===== src/rtl/merge_4x1_if.sv =====
// ============================================================================
// merge_4x1_if : four-lane input / one-lane output stream bundle
// Revision 1.0 : initial release
// ============================================================================
`default_nettype none

interface merge_4x1_if #(
  parameter int WIDTH = 8
);
  logic [3:0]         in_valid;
  logic [4*WIDTH-1:0] in_data;
  logic [3:0]         in_ready;
  logic               out_valid;
  logic [WIDTH-1:0]   out_data;
  logic [1:0]         out_sel;
  logic               out_ready;

  // master: the environment that sources lanes and sinks the merged stream
  modport master (
    output in_valid, in_data, out_ready,
    input  in_ready, out_valid, out_data, out_sel
  );

  modport slave (
    input  in_valid, in_data, out_ready,
    output in_ready, out_valid, out_data, out_sel
  );
endinterface

`default_nettype wire


===== src/rtl/merge_4x1.sv =====
// ============================================================================
// merge_4x1 : round-robin 4:1 stream merger with registered output and lane tag
// Revision 1.0 : initial release
// ============================================================================
`default_nettype none

module merge_4x1 #(
  parameter int WIDTH = 8
) (
  input  logic       clk,
  input  logic       rst,
  merge_4x1_if.slave bus
);

  typedef enum logic [0:0] {
    EMPTY = 1'b0,
    FULL  = 1'b1
  } state_t;

  state_t           state_q, state_d;
  logic [WIDTH-1:0] data_q,  data_d;
  logic [1:0]       sel_q,   sel_d;
  logic [1:0]       ptr_q,   ptr_d;

  logic       load;
  logic       any_valid;
  logic [1:0] grant;
  logic [3:0] ready;

  // Scan from the highest offset down so the lane nearest ptr wins.
  always_comb begin : grant_scan
    any_valid = 1'b0;
    grant     = ptr_q;
    for (int k = 3; k >= 0; k--) begin
      if (bus.in_valid[ptr_q + 2'(k)]) begin
        any_valid = 1'b1;
        grant     = ptr_q + 2'(k);
      end
    end
  end

  assign load = (state_q == EMPTY) | bus.out_ready;

  always_comb begin : ready_gen
    ready = 4'b0000;
    if (!rst && load && any_valid) begin
      ready[grant] = 1'b1;
    end
  end

  always_comb begin : next_state
    state_d = state_q;
    data_d  = data_q;
    sel_d   = sel_q;
    ptr_d   = ptr_q;
    if (load) begin
      if (any_valid) begin
        state_d = FULL;
        data_d  = bus.in_data[int'(grant)*WIDTH +: WIDTH];
        sel_d   = grant;
        ptr_d   = grant + 2'd1;
      end else begin
        state_d = EMPTY;
      end
    end
  end

  always_ff @(posedge clk) begin
    if (rst) begin
      state_q <= EMPTY;
      data_q  <= '0;
      sel_q   <= 2'b00;
      ptr_q   <= 2'b00;
    end else begin
      state_q <= state_d;
      data_q  <= data_d;
      sel_q   <= sel_d;
      ptr_q   <= ptr_d;
    end
  end

  assign bus.in_ready  = ready;
  assign bus.out_valid = (state_q == FULL);
  assign bus.out_data  = data_q;
  assign bus.out_sel   = sel_q;

endmodule

`default_nettype wire


===== src/flat_wrapper.sv =====
// flat-port wrapper written by rule: the top's interface ports become plain ports
module merge_4x1_flat 
#(
  parameter int WIDTH = 8
)
  (clk, rst, bus_in_valid, bus_in_data, bus_out_ready, bus_in_ready, bus_out_valid, bus_out_data, bus_out_sel);
  merge_4x1_if #(.WIDTH(WIDTH)) bus_i ();
  input  logic clk;
  input  logic rst;
  input wire logic [$bits(bus_i.in_valid)-1:0] bus_in_valid;
  input wire logic [$bits(bus_i.in_data)-1:0] bus_in_data;
  input wire logic [$bits(bus_i.out_ready)-1:0] bus_out_ready;
  output wire logic [$bits(bus_i.in_ready)-1:0] bus_in_ready;
  output wire logic [$bits(bus_i.out_valid)-1:0] bus_out_valid;
  output wire logic [$bits(bus_i.out_data)-1:0] bus_out_data;
  output wire logic [$bits(bus_i.out_sel)-1:0] bus_out_sel;
  assign bus_i.in_valid = bus_in_valid;
  assign bus_i.in_data = bus_in_data;
  assign bus_i.out_ready = bus_out_ready;
  assign bus_in_ready = bus_i.in_ready;
  assign bus_out_valid = bus_i.out_valid;
  assign bus_out_data = bus_i.out_data;
  assign bus_out_sel = bus_i.out_sel;
  merge_4x1 #(.WIDTH(WIDTH)) u_core (.clk(clk), .rst(rst), .bus(bus_i));
endmodule

===== config.mk =====
export PLATFORM = sky130hd
export DESIGN_NAME = merge_4x1_flat
export DESIGN_NICKNAME = d
export VERILOG_FILES = /design/src/rtl/merge_4x1_if.sv /design/src/rtl/merge_4x1.sv /design/src/flat_wrapper.sv
export SDC_FILE = /design/constraint.sdc
export NUM_CORES = 1
export LEC_CHECK = 0
export CAP_MARGIN = 25
export CORE_MARGIN = 4
export CORE_UTILIZATION = 33
export DETAILED_ROUTE_END_ITERATION = 16
export GPL_TIMING_DRIVEN = 0
export PLACE_DENSITY = 0.76
export REMOVE_ABC_BUFFERS = 1
export SYNTH_ARGS = -nofsm -noshare
export SYNTH_HDL_FRONTEND = slang
export SYNTH_SLANG_ARGS = --single-unit

===== constraint.sdc =====
create_clock -name clk -period 1.6 [get_ports clk]
set_input_delay 0.16 -clock clk [delete_from_list [all_inputs] [get_ports clk]]
set_output_delay 0.16 -clock clk [all_outputs]
set_load 0.01 [all_outputs]

# Word-level counts from Yosys, hierarchy flattened
# Index checks and enable logic that the tools add are counted.
# totals
input_bits,39
wordCells,42
out_inout_bits,15
ff_bits,13
# op_classes
shift,1
n_bitwise,2
n_mux,20
order_cmp,6
reduce_logical,5
n_addsub,4
# op_table
cell,count
32-bit by 6-bit indexed part select with 8-bit output,1
"2-bit by 3-bit less-than comparator with 1-bit output, second input constant",5
1-bit two-way mux,10
1-bit binary-select mux with 2-bit select,4
2-bit two-way mux,4
"2-bit by 1-bit adder with 2-bit output, second input constant",2
"2-bit adder, second input constant",2
4-bit two-way mux,1
1-bit logical AND,3
1-bit demux with 2-bit select,1
"2-bit by 1-bit greater-or-equal comparator with 1-bit output, second input constant",1
2-bit AND reduction,1
1-bit zero test,1
1-bit NOT,1
1-bit OR,1

# Logic depth before layout (Yosys ltp)
# logic_depth
depth_word,12
ltp_mapped,6
ltp_nobuf,5

# Worst setup path after synthesis
# Ideal clock, no wire load.
# synth_timing
path_kind,reg-to-reg
start,reg u_core.ptr_q[1]
end,reg u_core.data_q[4] (netlist: u_core.bus.out_data[4])
period_less_slack_ns,1.715
path_slack_ns,-0.115
n_path_buf,0
stages_incl_launch_ff,6
arrival_ns,1.593
setup_time_ns,0.122
path_cell_list,dfxtp_1 -> nor3b_2 -> a21oi_4 -> nand3_4 -> mux2_2 -> a221o_1
# synth_via
elab_chain_cells,8
elab_cells_between_ends,21
classes_between,3 x add/sub; 1 x shift; 16 x mux; 1 x reduce/logical
# synth_rtl
element,line,source
from (decl),merge_4x1.sv:23,"logic [1:0] ptr_q, ptr_d;"
from (signal assigned),merge_4x1.sv:78,ptr_q <= ptr_d;
2-bit adder,"merge_4x1.sv:35, merge_4x1.sv:37",
1-bit binary-select mux with 2-bit select,merge_4x1.sv:35,if (bus.in_valid[ptr_q + 2'(k)]) begin
1-bit two-way mux (implied by the code),merge_4x1.sv:35,
2-bit two-way mux or 1-bit two-way mux (tied branches) (4 in series),merge_4x1.sv:35,
32-bit by 6-bit indexed part select with 8-bit output or 2-bit AND reduction (tied branches),--,
to (signal assigned),merge_4x1.sv:76,data_q <= data_d;
to (decl),merge_4x1.sv:21,"logic [WIDTH-1:0] data_q, data_d;"
# Several ways; a longest one is shown, not always the timed one. The select of a mux whose other input is x is not followed.
# A chain may end at the register's enable or synchronous reset.

# Worst setup path in the final report
# layout_timing
start,reg u_core.ptr_q[1]
end,out bus_in_ready[3]
# layout_via
elab_chain_cells,12
elab_cells_between_ends,26
classes_between,3 x add/sub; 2 x order compare; 19 x mux; 2 x reduce/logical
# layout_rtl
element,line,source
2-bit adder,"merge_4x1.sv:35, merge_4x1.sv:37",
1-bit binary-select mux with 2-bit select,merge_4x1.sv:35,
1-bit two-way mux (implied by the code),merge_4x1.sv:35,
2-bit two-way mux (4 in series),merge_4x1.sv:35,
2-bit by 3-bit less-than comparator with 1-bit output (implied by the code) or 2-bit by 1-bit greater-or-equal comparator with 1-bit output (tied branches),merge_4x1.sv:47,ready[grant] = 1'b1;
1-bit logical AND (implied by the code),merge_4x1.sv:47,
1-bit two-way mux (implied by the code),merge_4x1.sv:47,
1-bit demux with 2-bit select,--,
4-bit two-way mux *,merge_4x1.sv:46,if (!rst && load && any_valid) begin
to (decl),flat_wrapper.sv:13,output wire logic [$bits(bus_i.in_ready)-1:0] bus_in_ready;
# Mark *: on every way between the ends. The rest lies on a longest branch, timed or not. The select of a mux whose other input is x is not followed.

==> flow_results.xml <==
<?xml version="1.0" encoding="UTF-8"?>
<metrics>
  <group name="run_status">
    <metric name="outcome" unit="">finished, violations left</metric>
    <metric name="failed_checks" unit="">negative setup slack</metric>
  </group>
  <group name="grt">
    <metric name="grt_pass1_wl" unit="µm">5200</metric>
    <metric name="global_route.usage.total" unit="%">18.9</metric>
    <metric name="overflow" unit="">0</metric>
    <metric name="antenna_violations_before_repair" unit="">0</metric>
    <metric name="grt_pass1_vias" unit="">1107</metric>
    <metric name="pin_count_of_the_biggest_net_entering_global_routing" unit="">10</metric>
  </group>
  <group name="cts">
    <metric name="clock_insertion_delay_worst_skew" unit="ns">0.28</metric>
    <metric name="tritoncts.num_buffers" unit="">3</metric>
    <metric name="path_clk_slew" unit="ns">0.10</metric>
    <metric name="clockBufferDepth" unit="">2</metric>
    <metric name="tritoncts_clock_tree" unit="">done</metric>
    <metric name="cts_root_buffer" unit="">sky130_fd_sc_hd__clkbuf_4</metric>
    <metric name="cts_sinks" unit="">13</metric>
    <metric name="htree_levels" unit="">1</metric>
  </group>
  <group name="final_layout">
    <metric name="layout-drive-gt1-share" unit="%">32.1</metric>
    <metric name="multi_input_area" unit="µm²">734</metric>
    <metric name="nNetsFinal" unit="">205</metric>
    <metric name="regArea" unit="µm²">268</metric>
    <metric name="area_growth" unit="%">87.6</metric>
    <metric name="num_antenna_cells" unit="">0</metric>
    <metric name="layoutNonFillerInstCount" unit="">195</metric>
    <metric name="fillers" unit="">219</metric>
  </group>
  <group name="logic_synthesis">
    <metric name="synth-seq-area-share" unit="%">28.7</metric>
    <metric name="synth.ff_latch_count" unit="">13</metric>
    <metric name="synth.cell_area" unit="µm²">906</metric>
    <metric name="synth-warning-count" unit="">0</metric>
    <metric name="post_synth_inst_count" unit="">99</metric>
    <metric name="number_of_enable_type_register_cells_in_the_synthesized_netlist" unit="">0</metric>
    <metric name="synth_cell_type_count" unit="">31</metric>
    <metric name="synthesis.area_per_instance" unit="µm²">9.15</metric>
    <metric name="yosys_most_used_dff" unit="">sky130_fd_sc_hd__dfxtp_1</metric>
    <metric name="synthArstFlopShare" unit="%">0</metric>
  </group>
  <group name="timing">
    <metric name="period_needed" unit="ns">1.84</metric>
    <metric name="post-route-period-util" unit="%">115</metric>
    <metric name="hold_viol_final" unit="">0</metric>
    <metric name="setup_viol_count_final" unit="">13</metric>
    <metric name="final-max-slew-violation-count" unit="">0</metric>
    <metric name="setup_repair_after_global_routing_missed_its_margin" unit="">yes</metric>
    <metric name="max_freq" unit="MHz">544</metric>
    <metric name="worst_clock_skew" unit="ns">0.0137</metric>
    <metric name="fin_ws" unit="ns">-0.238</metric>
    <metric name="setup_tns" unit="ns">-2.23</metric>
    <metric name="max_slew.worst_pin.slew" unit="ns">0.597</metric>
    <metric name="relSlewSlack" unit="%">60.0</metric>
  </group>
  <group name="critical_path">
    <metric name="worst_setup_path_end_kind" unit="">primary output</metric>
    <metric name="endpoint" unit="">bus_in_ready[3]</metric>
    <metric name="ff2ff_setup_slack" unit="ns">-0.23</metric>
    <metric name="worstPathMaxFanout" unit="">5</metric>
    <metric name="critical_path.reg2reg.startpoint" unit="">u_core.ptr_q[1]</metric>
    <metric name="critical_path.reg2reg.endpoint" unit="">u_core.bus.out_data[4]</metric>
    <metric name="cp-start-kind" unit="">flop</metric>
    <metric name="path_class" unit="">reg2out</metric>
    <metric name="reg2reg_depth" unit="">7</metric>
    <metric name="worst-endpoint-arrival" unit="ns">1.68</metric>
    <metric name="cp-startpoint" unit="">u_core.ptr_q[1]</metric>
    <metric name="critPathRequiredTime" unit="ns">1.44</metric>
  </group>
  <group name="power">
    <metric name="share_clk_of_total_power" unit="%">15.9</metric>
    <metric name="power_per_cell_area" unit="nW/µm²">803</metric>
    <metric name="intPower" unit="µW">893</metric>
    <metric name="power.net_switching" unit="µW">472</metric>
    <metric name="fin_total_pwr" unit="µW">1360</metric>
    <metric name="switching_power_share_of_the_total" unit="%">34.6</metric>
    <metric name="power.combinational.fraction" unit="%">53.1</metric>
    <metric name="irDropWorstVdd" unit="µV">649</metric>
    <metric name="share_seq_of_total_power" unit="%">31.0</metric>
    <metric name="power.leakage" unit="µW">0.000662</metric>
  </group>
  <group name="place">
    <metric name="hpwlAfterDp" unit="µm">2320</metric>
    <metric name="gpl.final_weighted_congestion" unit="">0.766</metric>
    <metric name="place.detailed.instances" unit="">178</metric>
    <metric name="port_buffers" unit="">53</metric>
    <metric name="place_ws" unit="ns">-0.910</metric>
  </group>
  <group name="floorplan">
    <metric name="die_width" unit="µm">60.4</metric>
    <metric name="die_area" unit="µm²">3650</metric>
    <metric name="core_area" unit="µm²">2540</metric>
    <metric name="rows" unit="">18</metric>
    <metric name="initial_util" unit="%">35.6</metric>
    <metric name="i_o_pin_count" unit="">54</metric>
    <metric name="fp.dieH" unit="µm">60.4</metric>
  </group>
  <group name="job">
    <metric name="drv.max_cap_violation_count" unit="">0</metric>
  </group>
  <group name="hold_path">
    <metric name="worstHoldStart" unit="">bus_in_valid[2]</metric>
    <metric name="tightest_hold_check_type" unit="">in2reg</metric>
  </group>
  <group name="drt">
    <metric name="detailedRoute.firstPassIterationCount" unit="">4</metric>
    <metric name="num_vias" unit="">1100</metric>
    <metric name="drtIter0Drc" unit="">16</metric>
    <metric name="routed_wirelength" unit="µm">3440</metric>
    <metric name="detail-route-antenna-nets" unit="">0</metric>
    <metric name="post-route-drc-count" unit="">0</metric>
    <metric name="avgRoutedWirePerCell" unit="µm">17.6</metric>
    <metric name="average_vias_per_placed_instance" unit="">5.64</metric>
  </group>
</metrics>
-- layout by cell type, fill, tap and decap left out, types with 2 or more instances in the layout --
cell / instances
sky130_fd_sc_hd__clkdlybuf4s50_1: 45
sky130_fd_sc_hd__dfxtp_1: 11
sky130_fd_sc_hd__nor2_1: 10
sky130_fd_sc_hd__buf_4: 10
sky130_fd_sc_hd__a21oi_1: 9
sky130_fd_sc_hd__mux2_2: 8
sky130_fd_sc_hd__nand4_1: 8
sky130_fd_sc_hd__o31ai_1: 8
sky130_fd_sc_hd__a221o_1: 8
sky130_fd_sc_hd__dlygate4sd2_1: 4
sky130_fd_sc_hd__clkbuf_4: 3
sky130_fd_sc_hd__buf_2: 3
sky130_fd_sc_hd__buf_6: 3
sky130_fd_sc_hd__nor2b_4: 2
sky130_fd_sc_hd__nor2b_1: 2
sky130_fd_sc_hd__mux2i_1: 2
sky130_fd_sc_hd__dfxtp_4: 2
-- power groups by stage --
stage	Sequential (µW)	Combinational, µW	Clock (µW)
after detailed placement	422	571	0
final	423	725	217
after floorplan	436	289	0
after global placement	418	560	0
after CTS	423	698	214
after global routing	430	772	233
-- cell type report --
cell class	instances	share of cell area, %
multi-input cells	81	43.2
well taps	30	2.21
clock buffers	4	1.55
repair buffers	66	37.0
inverters	1	0.221
flip-flops and latches	13	15.8
-- worst max-delay path: stages, from the launching register on --
cell and delay, ns:
sky130_fd_sc_hd__dfxtp_4 0.43, sky130_fd_sc_hd__nor3b_4 0.07, sky130_fd_sc_hd__buf_6 0.14, sky130_fd_sc_hd__a2111oi_4 0.27
sky130_fd_sc_hd__nor2_2 0.07, sky130_fd_sc_hd__buf_4 0.15, sky130_fd_sc_hd__and3_4 0.16, sky130_fd_sc_hd__buf_6 0.11
-- metrics by stage --
step                hold WS, ns  area [µm²]  utilization, %
global route              0.506        1700            66.8
finish                    0.497        1700            66.8
global placement          0.467        1460            57.2
CTS                       0.478        1680            66.0
floorplan                 0.232         887               -
detailed placement        0.475        1460            57.2
-- Yosys cell counts, types with 2 or more instances --
cell	number	share of area, %
sky130_fd_sc_hd__a211oi_1	2	1.7
sky130_fd_sc_hd__mux2_2	8	9.9
sky130_fd_sc_hd__nand4_1	8	5.5
sky130_fd_sc_hd__dfxtp_1	13	29
sky130_fd_sc_hd__a21oi_1	9	5.0
sky130_fd_sc_hd__buf_2	3	1.7
sky130_fd_sc_hd__and3_1	2	1.4
sky130_fd_sc_hd__nor2_1	12	5.0
sky130_fd_sc_hd__mux2i_1	2	2.2
sky130_fd_sc_hd__nor2b_1	5	3.5
sky130_fd_sc_hd__o31ai_1	8	6.6
sky130_fd_sc_hd__a221o_1	8	8.8
-- layer usage --
layer / global-route usage, % / vias up / share of wire [%]
met4: 3.80 / 0 / 0.76
met3: 4.47 / 4 / 11
met5: 0 / - / 0
li1: - / 529 / -
met2: 35.3 / 57 / 50
met1: 21.9 / 510 / 39
-- state kept, by name, summed over array words and instances (netlist names) --
| signal | flops |
|---|---|
| u_core.bus.out_data | 8 |
| u_core.bus.out_sel | 2 |
| u_core.bus.out_valid | 1 |
| u_core.ptr_q | 2 |
-- repair_timing --
item                       4_1_cts  5_1_grt
setup buffers                   12        1
hold endpoints to repair         0        0
gates resized for setup         51        0
pin swaps                        9        0
setup endpoints to repair       14       14
hold buffers                     0        0
-- logic make-up after synthesis --
group | count (synthesis) | synth area share, %
buf+inv | 5 | 2.48
flops | 13 | 28.7
mux | 10 | 12.2
xor+xnor | 1 | 0.967
compound gates | 35 | 31.9
simple gates | 35 | 23.8
-- worst min-delay path by stage --
stage / endpoint / slack (ns) / cells after the start
final: u_core.bus.out_valid / 0.50 / 4
after global routing: u_core.bus.out_data[5] / 0.51 / 1
after CTS: u_core.bus.out_valid / 0.48 / 4
after detailed placement: u_core.bus.out_data[3] / 0.47 / 1
after global placement: u_core.bus.out_data[3] / 0.47 / 1
after floorplan: u_core.bus.out_sel[0] / 0.23 / 1
(Power assumes the default switching activity.)
